## src/rtl/traffic_pkg.sv

```systemverilog
// Shared phase encoding and lamp width for the intersection controller family.
package traffic_pkg;

  localparam int PHASE_W = 3;
  localparam int LAMP_W  = 5;

  typedef enum logic [PHASE_W-1:0] {
    PH_RED    = 3'd0,
    PH_PED    = 3'd1,
    PH_GREEN  = 3'd2,
    PH_YELLOW = 3'd3,
    PH_EMERG  = 3'd4
  } phase_e;

  // One-hot lamp for a phase code; illegal codes light nothing.
  function automatic logic [LAMP_W-1:0] lamp_decode(input logic [PHASE_W-1:0] ph);
    logic [LAMP_W-1:0] l;
    l = '0;
    case (ph)
      PH_RED:    l = 5'b00001;
      PH_PED:    l = 5'b00010;
      PH_GREEN:  l = 5'b00100;
      PH_YELLOW: l = 5'b01000;
      PH_EMERG:  l = 5'b10000;
      default:   l = '0;
    endcase
    return l;
  endfunction

endpackage

```

## src/rtl/phase_timer.sv

```systemverilog
// Down-counter for phase duration: load wins over counting, holds at zero.
module phase_timer #(
  parameter int            CW      = 8,
  parameter logic [CW-1:0] RST_VAL = '0
) (
  input  logic          clk,
  input  logic          rst,
  input  logic          load,
  input  logic [CW-1:0] load_val,
  input  logic          tick_en,
  output logic [CW-1:0] count,
  output logic          zero
);

  logic [CW-1:0] count_q;
  logic [CW-1:0] count_d;

  // Next count: reload on phase entry, otherwise decrement on tick until zero.
  always_comb begin
    count_d = count_q;
    if (load) begin
      count_d = load_val;
    end else if (tick_en && (count_q != '0)) begin
      count_d = count_q - 1'b1;
    end
  end

  // Count register with synchronous active-low reset.
  always_ff @(posedge clk) begin
    if (!rst) begin
      count_q <= RST_VAL;
    end else begin
      count_q <= count_d;
    end
  end

  assign count = count_q;
  assign zero  = (count_q == '0);

endmodule

```

## src/rtl/traffic_phase_scheduler.sv

```systemverilog
// Intersection phase sequencer with pedestrian call latch and emergency preempt.
//
//   state     | meaning
//   ----------+-----------------------------------------------------------
//   RED       | all-red hold; serves a latched pedestrian call at its end
//   PED       | pedestrian walk phase
//   GREEN     | traffic flowing; emergency forces an early YELLOW
//   YELLOW    | clearance, always runs full length, then RED or EMERG
//   EMERG     | preempt; minimum length, held while emerg_req stays high
module traffic_phase_scheduler
  import traffic_pkg::*;
#(
  parameter int RED_T    = 25,
  parameter int PED_T    = 21,
  parameter int GREEN_T  = 30,
  parameter int YELLOW_T = 5,
  parameter int EMERG_T  = 21,
  parameter int CW       = 8
) (
  input  logic               clk,
  input  logic               rst,
  input  logic               tick_en,
  input  logic               ped_req,
  input  logic               emerg_req,
  output logic [PHASE_W-1:0] phase,
  output logic [LAMP_W-1:0]  lamp,
  output logic               ped_pend,
  output logic               ped_ack,
  output logic               emerg_act,
  output logic [CW-1:0]      remain
);

  function automatic logic [CW-1:0] dur_m1(input logic [PHASE_W-1:0] ph);
    logic [CW-1:0] d;
    case (ph)
      PH_PED:    d = CW'(PED_T - 1);
      PH_GREEN:  d = CW'(GREEN_T - 1);
      PH_YELLOW: d = CW'(YELLOW_T - 1);
      PH_EMERG:  d = CW'(EMERG_T - 1);
      default:   d = CW'(RED_T - 1);
    endcase
    return d;
  endfunction

  logic [PHASE_W-1:0] phase_q, phase_d;
  logic [LAMP_W-1:0]  lamp_q, lamp_d;
  logic               ped_pend_q, ped_pend_d;
  logic               ped_ack_q, ped_ack_d;
  logic               emerg_act_q, emerg_act_d;

  logic               tmr_load;
  logic [CW-1:0]      tmr_val;
  logic [CW-1:0]      tmr_count;
  logic               tmr_zero;
  logic               ph_end;

  phase_timer #(
    .CW      (CW),
    .RST_VAL (CW'(RED_T - 1))
  ) u_timer (
    .clk      (clk),
    .rst      (rst),
    .load     (tmr_load),
    .load_val (tmr_val),
    .tick_en  (tick_en),
    .count    (tmr_count),
    .zero     (tmr_zero)
  );

  assign ph_end = tick_en && tmr_zero;

  // Next phase, timer reload and pedestrian latch; preemption ignores tick_en.
  always_comb begin
    phase_d  = phase_q;
    tmr_load = 1'b0;
    case (phase_q)
      PH_RED: begin
        if (emerg_req)       phase_d = PH_EMERG;
        else if (ph_end)     phase_d = ped_pend_q ? PH_PED : PH_GREEN;
      end
      PH_PED: begin
        if (emerg_req)       phase_d = PH_EMERG;
        else if (ph_end)     phase_d = PH_GREEN;
      end
      PH_GREEN: begin
        if (emerg_req || ph_end) phase_d = PH_YELLOW;
      end
      PH_YELLOW: begin
        if (ph_end)          phase_d = emerg_req ? PH_EMERG : PH_RED;
      end
      PH_EMERG: begin
        if (ph_end && !emerg_req) phase_d = PH_RED;
      end
      default: begin
        phase_d  = PH_RED;
        tmr_load = 1'b1;
      end
    endcase
    if (phase_d != phase_q) tmr_load = 1'b1;
    tmr_val = dur_m1(phase_d);

    ped_ack_d  = (phase_d == PH_PED) && (phase_q != PH_PED);
    ped_pend_d = ped_pend_q;
    if (ped_ack_d)                        ped_pend_d = 1'b0;
    else if (ped_req && phase_q != PH_PED) ped_pend_d = 1'b1;

    lamp_d      = lamp_decode(phase_d);
    emerg_act_d = (phase_d == PH_EMERG);
  end

  // Phase register and next-state-decoded outputs.
  always_ff @(posedge clk) begin
    if (!rst) begin
      phase_q     <= PH_RED;
      lamp_q      <= 5'b00001;
      ped_pend_q  <= 1'b0;
      ped_ack_q   <= 1'b0;
      emerg_act_q <= 1'b0;
    end else begin
      phase_q     <= phase_d;
      lamp_q      <= lamp_d;
      ped_pend_q  <= ped_pend_d;
      ped_ack_q   <= ped_ack_d;
      emerg_act_q <= emerg_act_d;
    end
  end

  assign phase     = phase_q;
  assign lamp      = lamp_q;
  assign ped_pend  = ped_pend_q;
  assign ped_ack   = ped_ack_q;
  assign emerg_act = emerg_act_q;
  assign remain    = tmr_count;

endmodule

```

## config.mk

```make
export PLATFORM = sky130hd
export DESIGN_NAME = traffic_phase_scheduler
export DESIGN_NICKNAME = d
export VERILOG_FILES = /design/src/rtl/traffic_pkg.sv /design/src/rtl/phase_timer.sv /design/src/rtl/traffic_phase_scheduler.sv
export SDC_FILE = /design/constraint.sdc
export NUM_CORES = 1
export LEC_CHECK = 0
export CAP_MARGIN = 25
export CORE_MARGIN = 2
export CORE_UTILIZATION = 44
export DETAILED_ROUTE_END_ITERATION = 12
export PLACE_DENSITY_LB_ADDON = 0.15
export SKIP_LAST_GASP = 1
export SYNTH_ARGS = -nofsm -noshare
export SYNTH_HDL_FRONTEND = slang
export SYNTH_SLANG_ARGS = --single-unit
```

## constraint.sdc

```tcl
create_clock -name clk -period 1.9 [get_ports clk]
set_input_delay 0.285 -clock clk [delete_from_list [all_inputs] [get_ports clk]]
set_output_delay 0.285 -clock clk [all_outputs]
set_load 0.005 [all_outputs]
```

; ---- Word-level counts from Yosys, hierarchy flattened
; Cells that the tools add are included.
[word_totals]
ff_bits = 19
latch_bits = 0
mem_bits_rw = 0
mem_bits_ro = 0
input_bits = 5
out_inout_bits = 19
mem_count = 0
[classes]
addsub = 1
n_mul = 0
div_mod_pow = 0
order_cmp = 0
n_eq_ne = 10
n_shift = 0
n_mux = 16
bitwise_logic = 1
reduce_logical = 15
[ops]
columns = operator, n
row1 = case mux 5 bit (5 select lines), 1
row2 = 2-to-1 mux 3 bit, 8
row3 = 2-to-1 mux 8 bit, 2
row4 = case mux 3 bit (5 select lines), 1
row5 = case mux 5 bit (3 select lines), 1
row6 = equality test 3 x 2 -> 1 bit (second input constant), 4
row7 = logical NOT 8 bit, 1
row8 = nonzero test 8 bit, 1
row9 = subtractor 8 x 1 -> 8 bit (second input constant), 1
row10 = equality test 3 x 1 -> 1 bit (second input constant), 2
row11 = equality test 3 bit (second input constant), 2
row12 = logical NOT 3 bit, 2
row13 = logical AND 1 bit, 5
row14 = OR reduction 5 bit, 1
row15 = OR reduction 2 bit, 2
row16 = inequality test 3 x 1 -> 1 bit (second input constant), 1
row17 = inequality test 3 bit, 1
row18 = 2-to-1 mux 1 bit, 2
row19 = 2-to-1 mux 2 bit, 1
row20 = nonzero test 2 bit, 1
row21 = logical NOT 1 bit, 1
row22 = logical OR 1 bit, 1
row23 = NOT 1 bit, 1

; ---- Depth between registers and ports, before layout
[logic_depth]
ltp_word = 9
mapped_depth = 7
depth_no_buf = 7

; ---- Modules after synthesis
; From an unflattened synthesis, not the netlist that was laid out.
[hier_totals]
hier_cells = 122
area_unflattened_um2 = 1059.8
[by_module_without_submodules]
columns = module, instances, cells_per_inst, area_per_inst_um2, seq_area_each_um2
row1 = traffic_phase_scheduler, 1, 62, 554.3, 200.2
row2 = phase_timer, 1, 60, 505.5, 160.2

; ---- Worst setup path before layout
; No wires, ideal clock.
[synth_timing]
path_type = register -> register
from = reg u_timer.count_q[0] (netlist: u_timer.count[0])
to = reg u_timer.count_q[2] (netlist: u_timer.count[2])
setup_time_ps = 130
t_arrival_ps = 1680
path_slack_ps = 90
path_stages_with_launch = 8
path_buffers = 0
cell_sequence = dfxtp_1 inv_1 ha_1 nor3b_1 nand3_2 a32o_2 a211oi_1 a311oi_1
[synth_between]
elab_chain_cells = 9
[synth_lines]
columns = element, line_no
row1 = from (decl), phase_timer.sv:15  ; logic [CW-1:0] count_q;
row2 = from (signal assigned), phase_timer.sv:33  ; count_q <= count_d;
row3 = logical NOT 8 bit, phase_timer.sv:38  ; assign zero = (count_q == '0);
row4 = logical AND 1 bit, traffic_phase_scheduler.sv:70  ; assign ph_end = tick_en && tmr_zero;
row5 = 2-to-1 mux 3 bit (tied with other cells), traffic_phase_scheduler.sv:83  ; else if (ph_end) phase_d = PH_GREEN;
row6 = 2-to-1 mux 3 bit (on tied branches), -
row7 = case mux 3 bit (5 select lines), traffic_phase_scheduler.sv:76  ; case (phase_q)
row8 = equality test 3 bit / equality test 3 x 1 -> 1 bit (equally long branches), traffic_phase_scheduler.sv:35  ; case (ph)
row9 = OR reduction 2 bit (no line), -
row10 = case mux 5 bit (3 select lines), traffic_phase_scheduler.sv:35
row11 = 2-to-1 mux 8 bit, phase_timer.sv:21  ; if (load) begin
; Parallel ways exist; a longest one is shown, timed or not. The select of a mux whose other input is x is not followed.
; A chain may end at the register's enable or synchronous reset.

; ---- Worst setup path after layout
[layout_timing]
from = reg u_timer.count_q[1] (netlist: u_timer.count[1])
to = reg lamp_q[1] (netlist: lamp[1])
[layout_between]
elab_chain_cells = 7
[layout_lines]
columns = element, line_no
row1 = logical NOT 8 bit *, phase_timer.sv:38
row2 = logical AND 1 bit *, traffic_phase_scheduler.sv:70
row3 = 2-to-1 mux 3 bit (tied with other cells), traffic_phase_scheduler.sv:83
row4 = 2-to-1 mux 3 bit (on tied branches), -
row5 = case mux 3 bit (5 select lines) *, traffic_phase_scheduler.sv:76
row6 = equality test 3 bit (tied with other cells), traffic_pkg.sv:19  ; case (ph)
row7 = case mux 5 bit (5 select lines) *, traffic_pkg.sv:19
row8 = to (signal assigned), traffic_phase_scheduler.sv:121  ; lamp_q <= lamp_d;
row9 = to (decl), traffic_phase_scheduler.sv:46  ; logic [LAMP_W-1:0] lamp_q, lamp_d;
; Mark *: on every way between the ends. The rest lies on a longest branch, timed or not.

==> results.json <==
{
  "status": "completed",
  "vias": 1037,
  "cts_buffers": 3,
  "hold_path.class": "register to register",
  "final_cells": 187,
  "clk_pin_slew_ps": 110,
  "viasPerCell": 5.545,
  "cap_violations": 0,
  "crit_path_max_fanout": 4,
  "hold_buffers": 0,
  "critPathLaunchType": "register",
  "fmax_mhz": 541.0,
  "critPathKind": "register to register",
  "finalSetupViolCount": 0,
  "finish.utilization_pct": 64.99,
  "rows": 17,
  "grt_pass1_vias": 980,
  "dr.pass1.iters": 4,
  "routedWlPerCell_um": 13.84,
  "routed_wl_um": 2589,
  "ys_ff_latch": 18,
  "dpl_worst_slack_ps": -193.7,
  "p_per_area_mw_per_mm2": 608.5,
  "io_buffers": 23,
  "root_buffer": "clkbuf_4",
  "core-area_mm2": 0.002233,
  "crit_chain": "inv_1 > ha_1 > or3b_4 > nor4_4 > a31o_1 > buf_4 > nor2_1",
  "synthFlopType": "dfxtp_1",
  "dp_hpwl_um": 1918,
  "period_needed_ps": 1848,
  "synth.most_common_cell": "dfxtp_1",
  "antenna_found_initial": 0,
  "grt_max_degree": 12,
  "place_inst": 182,
  "clkLatencyLatePin_ps": 300,
  "clkSinkCount": 18,
  "drc": 0,
  "die-area_mm2": 0.002783,
  "initial_core_util_pct": 46.83,
  "rsz0062_at_grt": "yes",
  "worst_slew_pin_slew_ps": 375.4,
  "drive_above_1_share_pct": 24.53,
  "synth_top_area_cell": "dfxtp_1",
  "cts_tree": "yes",
  "setup.worst_path.end_class": "register",
  "cp.required_ps": 2110,
  "htreeDepth": 1,
  "setup_tns_ps": 0,
  "yosysWarnings": 0,
  "fin_ws_ps": 51.55,
  "die_h_um": 52.76,
  "syn_nets": 127,
  "grt_pass1_wl_um": 4312,
  "cts_buffer_depth": 2,
  "area_delta_synth_final_pct": 38.76,
  "gp_congestion": 0.9011,
  "overflow": 0,
  "leakagePower_nw": 0.5812,
  "final_max_slew_viol_count": 0,
  "synth_cells": 120,
  "cp_slowest_cell": "or3b_4",
  "fp.dieW_um": 52.76,
  "synth_edf_count": 0,
  "arrival_ps": 2050,
  "hold_viol_final": 0,
  "hold_ws_ps": 594.2,
  "max_stage_delay_ps": 420,
  "fin_crit_sh_pct": 97.29,
  "netlist_top_cells_count": "dfxtp_1, nor2_1, nand2_1",
  "nets": 167,
  "final_antenna_net_count": 0,
  "relSlewSlack_pct": 74.94,
  "n_antenna_cell": 0,
  "synth_seq_area_share_pct": 34.45,
  "syn_area_per_cell_um2": 8.717,
  "ys_types": 45,
  "netlist_top_cells_area": "dfxtp_1, a21oi_1, nor2_1",
  "drt-initial-drc-count": 22,
  "synth_area_mm2": 0.001046,
  "grt_use_total_pct": 21.12,
  "synth_top_area_share_pct": 34.45,
  "async_flop_share_pct": 0,
  "ios": 24,
  "peakVddDrop_mv": 0.4170,
  "clock_skew_ps": 1.784
}
[cells in the final DEF, fill, tap and decap left out, types with 8 or more instances in the layout]
| cell | Yosys | routed |
|---|---|---|
| a21oi_1 | 10 | 10 |
| dfxtp_1 | 18 | 17 |
| buf_4 | 2 | 18 |
| inv_1 | 8 | 8 |
| clkdlybuf4s50_1 | 0 | 23 |
| nand2_1 | 11 | 10 |
| nor2_1 | 13 | 13 |
[where the power goes]
part	internal [mW]	switching [mW]	total, mW	leakage [nW]
clock network	0.117	0.129	0.246	0.0210
logic	0.118	0.0967	0.215	0.412
registers	0.397	0.0252	0.423	0.148
total	0.632	0.251	0.883	0.581
[stage by stage]
stage	cell area [um2]	power [mW]
floorplan	1046	0.5398
global placement	1383	0.6325
detailed placement	1383	0.6360
CTS	1419	0.8797
global route	1451	0.9349
finish	1451	0.8832
[critical path: cells and delay by family, from the launching register on]
kind / cells / cell delay (ps)
buffers and inverters: 2 / 210
AOI/OAI and AO/OA: 1 / 220
adders and majority gates: 1 / 150
and+or+nand+nor: 3 / 840
DFF: 1 / 330
[sequential cells by signal (all words and copies together), names as in the netlist]
signal / count
lamp: 5
u_timer.count: 8
ped_pend: 1
phase: 3
ped_ack: 1
[final cells by class]
type / count / area (um2)
sequential: 18 / 361.6
timing repair buffer: 41 / 365.4
fill: 196 / 782.0
inverter: 8 / 30.03
clock buffer: 4 / 36.28
multi-input combinational: 88 / 623.1
tap: 28 / 35.03
[kinds of logic after synthesis]
| family | count (synthesis) | share of synthesized area, % |
|---|---|---|
| AO/OA/AOI/OAI | 30 | 19.74 |
| XOR/XNOR | 3 | 2.512 |
| adder cells (fa/ha/maj) | 2 | 2.392 |
| buffers and inverters | 14 | 8.252 |
| flip-flops | 18 | 34.45 |
| multiplexers | 2 | 2.033 |
| AND/OR/NAND/NOR | 51 | 30.62 |
[worst paths after layout]
path	start	endpoint	slack [ps]	cells after the start
max	u_timer.count[1]	lamp[1]	50	7
min	u_timer.count[7]	u_timer.count[7]	590	2
max reg2reg	u_timer.count[1]	lamp[1]	50	7
min reg2reg	u_timer.count[7]	u_timer.count[7]	590	2
[routing by layer]
layer	up-vias	GRT usage, %	wire (um)
met1	490	27.65	1187
met4	0	8.547	35
met2	28	34.17	1251
met3	4	3.429	115
met5	-	0	0
li1	515	-	-
[repair_timing]
action | 4_1_cts | 5_1_grt
endpoints found under the setup margin | 0 | 16
gates resized for setup | 0 | 7
setup buffers | 0 | 1
No activity file was read; power rests on OpenSTA's default activity.
